**config.mk**
```make
export PLATFORM = sky130hd
export DESIGN_NAME = hazard_ctrl_flat
export DESIGN_NICKNAME = d
export VERILOG_FILES = /design/src/rtl/hazard_ctrl_if.sv /design/src/rtl/hazard_ctrl.sv /design/src/flat_wrapper.sv
export SDC_FILE = /design/constraint.sdc
export NUM_CORES = 1
export LEC_CHECK = 0
export ABC_AREA = 1
export CORE_MARGIN = 8
export CORE_UTILIZATION = 39
export DETAILED_ROUTE_END_ITERATION = 10
export MAX_ROUTING_LAYER = met4
export PLACE_DENSITY = 0.91
export SKIP_CTS_REPAIR_TIMING = 1
export SLEW_MARGIN = 15
export SYNTH_ARGS = -nofsm -noshare
export SYNTH_HDL_FRONTEND = slang
export SYNTH_SLANG_ARGS = --single-unit
```
**constraint.sdc**
```tcl
create_clock -name i_clk -period 1.8 [get_ports i_clk]
set_clock_uncertainty 0.05 [all_clocks]
set_input_delay 0.36 -clock i_clk [delete_from_list [all_inputs] [get_ports i_clk]]
set_output_delay 0.36 -clock i_clk [all_outputs]
set_load 0.01 [all_outputs]
```
**src/rtl/hazard_ctrl_if.sv**
```systemverilog
// rtl/hazard_ctrl_if.sv - ID-stage fields in, pipeline enables/flushes/forwarding selects out
interface hazard_ctrl_if;
  logic       i_id_vld;
  logic [4:0] i_id_rs1_addr;
  logic [4:0] i_id_rs2_addr;
  logic       i_id_rs1_use;
  logic       i_id_rs2_use;
  logic [4:0] i_id_rd_addr;
  logic       i_id_rd_wren;
  logic       i_id_isload;
  logic       i_ex_mispred;
  logic       i_mem_busy;
  logic       o_pc_en;
  logic       o_if_id_en;
  logic       o_if_id_flush;
  logic       o_id_ex_en;
  logic       o_id_ex_flush;
  logic [1:0] o_fwd_a_sel;
  logic [1:0] o_fwd_b_sel;

  // Pipeline side: supplies decoded fields and status, consumes controls
  modport master (
    output i_id_vld, i_id_rs1_addr, i_id_rs2_addr, i_id_rs1_use, i_id_rs2_use,
           i_id_rd_addr, i_id_rd_wren, i_id_isload, i_ex_mispred, i_mem_busy,
    input  o_pc_en, o_if_id_en, o_if_id_flush, o_id_ex_en, o_id_ex_flush,
           o_fwd_a_sel, o_fwd_b_sel
  );

  // Controller side
  modport slave (
    input  i_id_vld, i_id_rs1_addr, i_id_rs2_addr, i_id_rs1_use, i_id_rs2_use,
           i_id_rd_addr, i_id_rd_wren, i_id_isload, i_ex_mispred, i_mem_busy,
    output o_pc_en, o_if_id_en, o_if_id_flush, o_id_ex_en, o_id_ex_flush,
           o_fwd_a_sel, o_fwd_b_sel
  );
endinterface

```
**src/rtl/hazard_ctrl.sv**
```systemverilog
// rtl/hazard_ctrl.sv - 5-stage hazard controller (load-use, mispredict, LSU freeze); HAZARD_PERF_EN adds counters
module hazard_ctrl #(
  parameter int CNT_W = 32
) (
  input  logic             i_clk,
  input  logic             i_reset,
  hazard_ctrl_if.slave     bus,
  output logic [1:0]       o_state,
  output logic [CNT_W-1:0] o_stall_cnt,
  output logic [CNT_W-1:0] o_flush_cnt
);

  localparam logic [1:0] ST_RUN    = 2'b00;
  localparam logic [1:0] ST_LDUSE  = 2'b01;
  localparam logic [1:0] ST_FREEZE = 2'b10;

  // Shadow copy of the destination state of the instructions in EX and MEM
  logic       ex_vld_q, ex_wren_q, ex_isload_q;
  logic [4:0] ex_rd_q;
  logic       mem_vld_q, mem_wren_q;
  logic [4:0] mem_rd_q;

  logic [1:0] state_q, state_d, prev_q;
  logic [1:0] fwd_a_q, fwd_a_d, fwd_b_q, fwd_b_d;

  logic ex_hit_a, ex_hit_b, mem_hit_a, mem_hit_b, ld_use;
  logic pc_en, if_id_en, if_id_flush, id_ex_en, id_ex_flush;

  // Operand match of the ID instruction against the producers in EX and MEM
  always_comb begin
    ex_hit_a  = bus.i_id_vld && bus.i_id_rs1_use && ex_vld_q && ex_wren_q &&
                (ex_rd_q != 5'd0) && (ex_rd_q == bus.i_id_rs1_addr);
    ex_hit_b  = bus.i_id_vld && bus.i_id_rs2_use && ex_vld_q && ex_wren_q &&
                (ex_rd_q != 5'd0) && (ex_rd_q == bus.i_id_rs2_addr);
    mem_hit_a = bus.i_id_vld && bus.i_id_rs1_use && mem_vld_q && mem_wren_q &&
                (mem_rd_q != 5'd0) && (mem_rd_q == bus.i_id_rs1_addr);
    mem_hit_b = bus.i_id_vld && bus.i_id_rs2_use && mem_vld_q && mem_wren_q &&
                (mem_rd_q != 5'd0) && (mem_rd_q == bus.i_id_rs2_addr);
    ld_use    = ex_isload_q && (ex_hit_a || ex_hit_b);
  end

  // Enables, flushes and next state in priority order: reset, freeze, mispredict, load-use
  always_comb begin
    pc_en       = 1'b1;
    if_id_en    = 1'b1;
    if_id_flush = 1'b0;
    id_ex_en    = 1'b1;
    id_ex_flush = 1'b0;
    state_d     = ST_RUN;
    if (i_reset) begin
      pc_en       = 1'b0;
      if_id_flush = 1'b1;
      id_ex_flush = 1'b1;
    end else if (bus.i_mem_busy) begin
      pc_en    = 1'b0;
      if_id_en = 1'b0;
      id_ex_en = 1'b0;
      state_d  = ST_FREEZE;
    end else if (bus.i_ex_mispred) begin
      // Redirect wins over a coincident load-use: the consumer is squashed anyway
      if_id_flush = 1'b1;
      id_ex_flush = 1'b1;
    end else if (ld_use) begin
      pc_en       = 1'b0;
      if_id_en    = 1'b0;
      id_ex_flush = 1'b1;
      state_d     = ST_LDUSE;
    end else if (state_q == ST_FREEZE) begin
      state_d = prev_q;
    end
  end

  // Forwarding select for the instruction about to enter EX; youngest producer first
  always_comb begin
    fwd_a_d = 2'b00;
    fwd_b_d = 2'b00;
    if (!id_ex_flush) begin
      if (ex_hit_a)       fwd_a_d = 2'b01;
      else if (mem_hit_a) fwd_a_d = 2'b10;
      if (ex_hit_b)       fwd_b_d = 2'b01;
      else if (mem_hit_b) fwd_b_d = 2'b10;
    end
  end

  // Shadow tracking advances on every non-frozen cycle; a flush or bubble enters EX empty
  always_ff @(posedge i_clk) begin
    if (i_reset) begin
      ex_vld_q    <= 1'b0;
      ex_wren_q   <= 1'b0;
      ex_isload_q <= 1'b0;
      ex_rd_q     <= 5'd0;
      mem_vld_q   <= 1'b0;
      mem_wren_q  <= 1'b0;
      mem_rd_q    <= 5'd0;
    end else if (!bus.i_mem_busy) begin
      mem_vld_q  <= ex_vld_q;
      mem_wren_q <= ex_wren_q;
      mem_rd_q   <= ex_rd_q;
      if (id_ex_flush || !bus.i_id_vld) begin
        ex_vld_q    <= 1'b0;
        ex_wren_q   <= 1'b0;
        ex_isload_q <= 1'b0;
        ex_rd_q     <= 5'd0;
      end else begin
        ex_vld_q    <= 1'b1;
        ex_wren_q   <= bus.i_id_rd_wren;
        ex_isload_q <= bus.i_id_isload;
        ex_rd_q     <= bus.i_id_rd_addr;
      end
    end
  end

  // State register, plus the state to resume once the LSU releases the freeze
  always_ff @(posedge i_clk) begin
    if (i_reset) begin
      state_q <= ST_RUN;
      prev_q  <= ST_RUN;
    end else begin
      state_q <= state_d;
      if (bus.i_mem_busy && (state_q != ST_FREEZE)) prev_q <= state_q;
    end
  end

  // Forwarding selects load with ID/EX and hold while it is frozen
  always_ff @(posedge i_clk) begin
    if (i_reset) begin
      fwd_a_q <= 2'b00;
      fwd_b_q <= 2'b00;
    end else if (id_ex_en) begin
      fwd_a_q <= fwd_a_d;
      fwd_b_q <= fwd_b_d;
    end
  end

`ifdef HAZARD_PERF_EN
  logic [CNT_W-1:0] stall_cnt_q, flush_cnt_q;

  // Saturating event counters: stall entries and taken mispredicts
  always_ff @(posedge i_clk) begin
    if (i_reset) begin
      stall_cnt_q <= '0;
      flush_cnt_q <= '0;
    end else if (!bus.i_mem_busy) begin
      if (!bus.i_ex_mispred && ld_use && (stall_cnt_q != {CNT_W{1'b1}}))
        stall_cnt_q <= stall_cnt_q + 1'b1;
      if (bus.i_ex_mispred && (flush_cnt_q != {CNT_W{1'b1}}))
        flush_cnt_q <= flush_cnt_q + 1'b1;
    end
  end

  assign o_stall_cnt = stall_cnt_q;
  assign o_flush_cnt = flush_cnt_q;
`else
  assign o_stall_cnt = '0;
  assign o_flush_cnt = '0;
`endif

  assign bus.o_pc_en       = pc_en;
  assign bus.o_if_id_en    = if_id_en;
  assign bus.o_if_id_flush = if_id_flush;
  assign bus.o_id_ex_en    = id_ex_en;
  assign bus.o_id_ex_flush = id_ex_flush;
  assign bus.o_fwd_a_sel   = fwd_a_q;
  assign bus.o_fwd_b_sel   = fwd_b_q;
  assign o_state           = state_q;

endmodule

```
**src/flat_wrapper.sv**
```systemverilog
// flat-port wrapper written by rule: the top's interface ports become plain ports
module hazard_ctrl_flat 
#(
  parameter int CNT_W = 32
)
  (i_clk, i_reset, o_state, o_stall_cnt, o_flush_cnt, bus_i_id_vld, bus_i_id_rs1_addr, bus_i_id_rs2_addr, bus_i_id_rs1_use, bus_i_id_rs2_use, bus_i_id_rd_addr, bus_i_id_rd_wren, bus_i_id_isload, bus_i_ex_mispred, bus_i_mem_busy, bus_o_pc_en, bus_o_if_id_en, bus_o_if_id_flush, bus_o_id_ex_en, bus_o_id_ex_flush, bus_o_fwd_a_sel, bus_o_fwd_b_sel);
  hazard_ctrl_if bus_i ();
  input  logic i_clk;
  input  logic i_reset;
  output logic [1:0] o_state;
  output logic [CNT_W-1:0] o_stall_cnt;
  output logic [CNT_W-1:0] o_flush_cnt;
  input wire logic [$bits(bus_i.i_id_vld)-1:0] bus_i_id_vld;
  input wire logic [$bits(bus_i.i_id_rs1_addr)-1:0] bus_i_id_rs1_addr;
  input wire logic [$bits(bus_i.i_id_rs2_addr)-1:0] bus_i_id_rs2_addr;
  input wire logic [$bits(bus_i.i_id_rs1_use)-1:0] bus_i_id_rs1_use;
  input wire logic [$bits(bus_i.i_id_rs2_use)-1:0] bus_i_id_rs2_use;
  input wire logic [$bits(bus_i.i_id_rd_addr)-1:0] bus_i_id_rd_addr;
  input wire logic [$bits(bus_i.i_id_rd_wren)-1:0] bus_i_id_rd_wren;
  input wire logic [$bits(bus_i.i_id_isload)-1:0] bus_i_id_isload;
  input wire logic [$bits(bus_i.i_ex_mispred)-1:0] bus_i_ex_mispred;
  input wire logic [$bits(bus_i.i_mem_busy)-1:0] bus_i_mem_busy;
  output wire logic [$bits(bus_i.o_pc_en)-1:0] bus_o_pc_en;
  output wire logic [$bits(bus_i.o_if_id_en)-1:0] bus_o_if_id_en;
  output wire logic [$bits(bus_i.o_if_id_flush)-1:0] bus_o_if_id_flush;
  output wire logic [$bits(bus_i.o_id_ex_en)-1:0] bus_o_id_ex_en;
  output wire logic [$bits(bus_i.o_id_ex_flush)-1:0] bus_o_id_ex_flush;
  output wire logic [$bits(bus_i.o_fwd_a_sel)-1:0] bus_o_fwd_a_sel;
  output wire logic [$bits(bus_i.o_fwd_b_sel)-1:0] bus_o_fwd_b_sel;
  assign bus_i.i_id_vld = bus_i_id_vld;
  assign bus_i.i_id_rs1_addr = bus_i_id_rs1_addr;
  assign bus_i.i_id_rs2_addr = bus_i_id_rs2_addr;
  assign bus_i.i_id_rs1_use = bus_i_id_rs1_use;
  assign bus_i.i_id_rs2_use = bus_i_id_rs2_use;
  assign bus_i.i_id_rd_addr = bus_i_id_rd_addr;
  assign bus_i.i_id_rd_wren = bus_i_id_rd_wren;
  assign bus_i.i_id_isload = bus_i_id_isload;
  assign bus_i.i_ex_mispred = bus_i_ex_mispred;
  assign bus_i.i_mem_busy = bus_i_mem_busy;
  assign bus_o_pc_en = bus_i.o_pc_en;
  assign bus_o_if_id_en = bus_i.o_if_id_en;
  assign bus_o_if_id_flush = bus_i.o_if_id_flush;
  assign bus_o_id_ex_en = bus_i.o_id_ex_en;
  assign bus_o_id_ex_flush = bus_i.o_id_ex_flush;
  assign bus_o_fwd_a_sel = bus_i.o_fwd_a_sel;
  assign bus_o_fwd_b_sel = bus_i.o_fwd_b_sel;
  hazard_ctrl #(.CNT_W(CNT_W)) u_core (.i_clk(i_clk), .i_reset(i_reset), .bus(bus_i), .o_state(o_state), .o_stall_cnt(o_stall_cnt), .o_flush_cnt(o_flush_cnt));
endmodule
```
==> out/metrics.csv <==
stage;metric;value;unit
status;result of the run;complete, but fails checks;
status;violated checks;setup timing;
timing;Max Clock Freq;496.9;MHz
worst_setup_path;reg2reg path depth;11;
finish;area taken by multi-input logic gates;0.001001;mm2
finish;layout-stage area growth over the synthesis result;30.75;%
finish;number of filler cells placed in the layout;391;
worst_setup_path;Max Fanout on Critical Path;6;
worst_setup_path;data required time at the worst endpoint;1390;ps
worst_setup_path;CP endpoint kind;primary output;
logic_synthesis;share of the yosys chip area belonging to registers;26.14;%
job;max-capacitance violation count;0;
global_routing;overall routing resource usage;12.80;%
logic_synthesis;top cells by area in the synthesized netlist;sky130_fd_sc_hd__buf_4 28%, sky130_fd_sc_hd__dfxtp_1 26%, sky130_fd_sc_hd__nand2_1 11%, sky130_fd_sc_hd__inv_1 5.1%, sky130_fd_sc_hd__xnor2_1 5.0%;
min_path;Worst Hold End;u_core.bus.o_fwd_a_sel[0];
floorplan;Initial Util;40.46;%
floorplan;top-level I/O count;99;
worst_setup_path;crit path kind;reg -> out;
clock_network;total number of clock tree sinks;23;
worst_setup_path;critical register-to-register path endpoint;u_core.ex_rd_q[2];
global_routing;total global routing overflow;0;
timing;count of final hold-check violations;0;
logic_synthesis;number of flops mapped to enable cells by yosys;0;
logic_synthesis;number of standard cells after synthesis;252;
placed_design;number of port buffers;34;
floorplan;die outline area;0.006924;mm2
detailed_routing;Initial DRC Count;72;
logic_synthesis;area of the mapped netlist;0.001762;mm2
pwr;worst vdd ir;0.0003550;V
placed_design;estimated wirelength of the detail-placed design;3850;um
clock_network;CTS tree;yes;
timing;total setup violations reported at the end of the flow;5;
worst_setup_path;sort of element at the start of the critical path;flip-flop;
clock_network;Inserted Clock Buffers;3;
detailed_routing;Pre-antenna DRT Iters;4;
clock_network;Max Root-Sink Buffers;2;
global_routing;number of antenna violations at the first check in global routing;1;
placed_design;pre-CTS worst setup slack;-837.2;ps
placed_design;Routability Congestion;0.9259;
finish;fraction of layout cells with a size suffix above 1;22.22;%
timing;unrepaired setup endpoints after global routing;yes;
detailed_routing;mean routed wirelength per cell;13.48;um
global_routing;pin count of the biggest net entering global routing;14;
logic_synthesis;primary flip-flop cell chosen by synthesis mapping;sky130_fd_sc_hd__dfxtp_1;
timing;worst hold slack;405.4;ps
timing;part of the cycle the worst path needs;111.8;%
min_path;worst hold-check path type;reg -> reg;
logic_synthesis;Syn. warnings;0;
detailed_routing;count of antenna-violating nets left after detailed routing;0;
timing;setup slack of the critical path after layout;-212.7;ps
placed_design;dpl cells;359;
timing;summed negative setup slack over all endpoints;-716.6;ps
min_path;critical hold path startpoint;u_core.bus.o_fwd_a_sel[0];
pwr;leakage power total;1.235;nW
detailed_routing;DRC errors left;0;
logic_synthesis;async set-reset flop share out of synthesis;0;%
global_routing;global-route wire length before repair;7452;um
clock_network;total number of H-tree levels;1;
finish;Final nets;340;
min_path;Hold Path Stages;2;
detailed_routing;vias;1663;
finish;core utilization of the finished layout;52.90;%
logic_synthesis;post-synthesis sequential element count;23;
logic_synthesis;share of Yosys cell area claimed by the top area cell type;27.70;%
clock_network;worst-skew pair later-pin latency;270;ps
finish;Storage cell area;479.2;um2
worst_setup_path;register-to-register path setup slack;120;ps
floorplan;row cnt;24;
global_routing;number of global-route vias before repair;1637;
floorplan;vertical extent of the die;83.21;um
worst_setup_path;beginning of the worst register-to-register path;u_core.ex_wren_q;
logic_synthesis;post-synth cell types;26;
detailed_routing;via count normalized by instance count;4.519;
floorplan;width of the die;83.21;um
timing;time the worst path needs with I/O delays and setup;2013;ps
logic_synthesis;biggest area consumer among synthesized cells;sky130_fd_sc_hd__buf_4;
finish;Cell Count, Final, Fillers Out;368;
floorplan;Core ar.;0.004354;mm2
logic_synthesis;mean cell area of the mapped netlist;6.991;um2
timing;Final Slew Violations;0;
detailed_routing;Final Routed Wirelength;4960;um
logic_synthesis;leading cell type by number of instances after synthesis;sky130_fd_sc_hd__buf_4;
logic_synthesis;leading cell types by count after synthesis;65 x sky130_fd_sc_hd__buf_4, 52 x sky130_fd_sc_hd__nand2_1, 24 x sky130_fd_sc_hd__inv_1;
clock_network;Clock Pin Slew Worst Setup and Hold Paths;80;ps
worst_setup_path;arrival time worst endpoint;1600;ps
pwr;power density normalized to cell area;493.6;mW/mm2
clock_network;master cell of the clock root buffer;sky130_fd_sc_hd__clkbuf_8;
## critical path, stage by stage, from the launching register on
cell	delay (ps)
sky130_fd_sc_hd__dfxtp_2	360
sky130_fd_sc_hd__nand2_2	80
sky130_fd_sc_hd__nor2_1	110
sky130_fd_sc_hd__nand3_1	90
sky130_fd_sc_hd__nor2_2	150
sky130_fd_sc_hd__nand2_2	90
sky130_fd_sc_hd__nand2_2	100
sky130_fd_sc_hd__nand2_4	80
sky130_fd_sc_hd__a21oi_4	160
sky130_fd_sc_hd__buf_6	110
## layout make-up
cell class,instances,share of cell area (%)
Antenna cell,1,0.1086
Sequential cell,23,20.80
Clock inverter,1,0.2173
Clock buffer,3,1.793
Inverter,26,4.237
Timing Repair Buffer,65,26.56
Tap cell,52,2.825
Multi-Input combinational cell,197,43.45
## layer usage
metal	share of wire [%]	global-route usage [%]	vias up
met5	0	-	-
met4	0.85	4.473	0
met3	10	5.078	7
met2	52	21.22	118
met1	38	13.50	752
li1	-	-	786
## flip-flops by register name, indices dropped and copies added, names as in the netlist
name / cells
u_core.ex_isload_q: 1
u_core.ex_vld_q: 1
u_core.mem_vld_q: 1
u_core.bus.o_fwd_a_sel: 2
u_core.ex_wren_q: 1
u_core.o_state: 2
u_core.prev_q: 2
u_core.mem_wren_q: 1
u_core.ex_rd_q: 5
u_core.bus.o_fwd_b_sel: 2
u_core.mem_rd_q: 5
## worst max-delay path by stage
| stage | depth (start not counted) | slack (ps) | endpoint | startpoint |
|---|---|---|---|---|
| after floorplan | 9 | 240 | bus_o_id_ex_flush | u_core.ex_rd_q[3] |
| after global placement | 11 | -750 | bus_o_pc_en | bus_i_id_rs1_addr[3] |
| after detailed placement | 11 | -840 | bus_o_pc_en | bus_i_id_rs1_addr[3] |
| after CTS | 11 | -880 | bus_o_pc_en | bus_i_id_vld |
| after global routing | 10 | -270 | bus_o_if_id_en | u_core.ex_wren_q |
| final | 9 | -210 | bus_o_id_ex_flush | u_core.ex_wren_q |
## cell usage in the layout, fill, tap and decap left out, types with 5 or more instances in the layout
master                            instances
sky130_fd_sc_hd__conb_1                  64
sky130_fd_sc_hd__nand2_1                 51
sky130_fd_sc_hd__buf_4                   31
sky130_fd_sc_hd__inv_1                   23
sky130_fd_sc_hd__dlymetal6s2s_1          17
sky130_fd_sc_hd__dfxtp_1                 16
sky130_fd_sc_hd__clkdlybuf4s50_1         15
sky130_fd_sc_hd__nor2_1                  14
sky130_fd_sc_hd__nand3_1                 12
sky130_fd_sc_hd__nand4_1                  8
sky130_fd_sc_hd__o22ai_1                  7
sky130_fd_sc_hd__xnor2_2                  5
sky130_fd_sc_hd__nor2_2                   5
sky130_fd_sc_hd__xnor2_1                  5
## metrics by stage
step	cell area [um2]	total power, W
finish	2303	0.001137
floorplan	1998	0.0007800
global route	2303	0.001183
CTS	2140	0.001121
detailed placement	2093	0.0008084
global placement	2093	0.0008036
## logic make-up (layout without fill, tap and decap cells)
logic type	count (synthesis)	count (layout)	share of synthesized area, %
other cells	1	65	0.2129
simple gates	99	99	25.00
xor+xnor	12	12	5.966
buf+inv	95	95	34.66
compound gates	22	22	8.025
flops	23	23	26.14
## report_power, final
part           leakage, nW  internal (W)  total, W  switching (W)
Sequential           0.191      0.000514  0.000525      0.0000113
Clock               0.0255      0.000155  0.000323       0.000169
Combinational         1.02      0.000123  0.000288       0.000166
(Power assumes the default switching activity.)
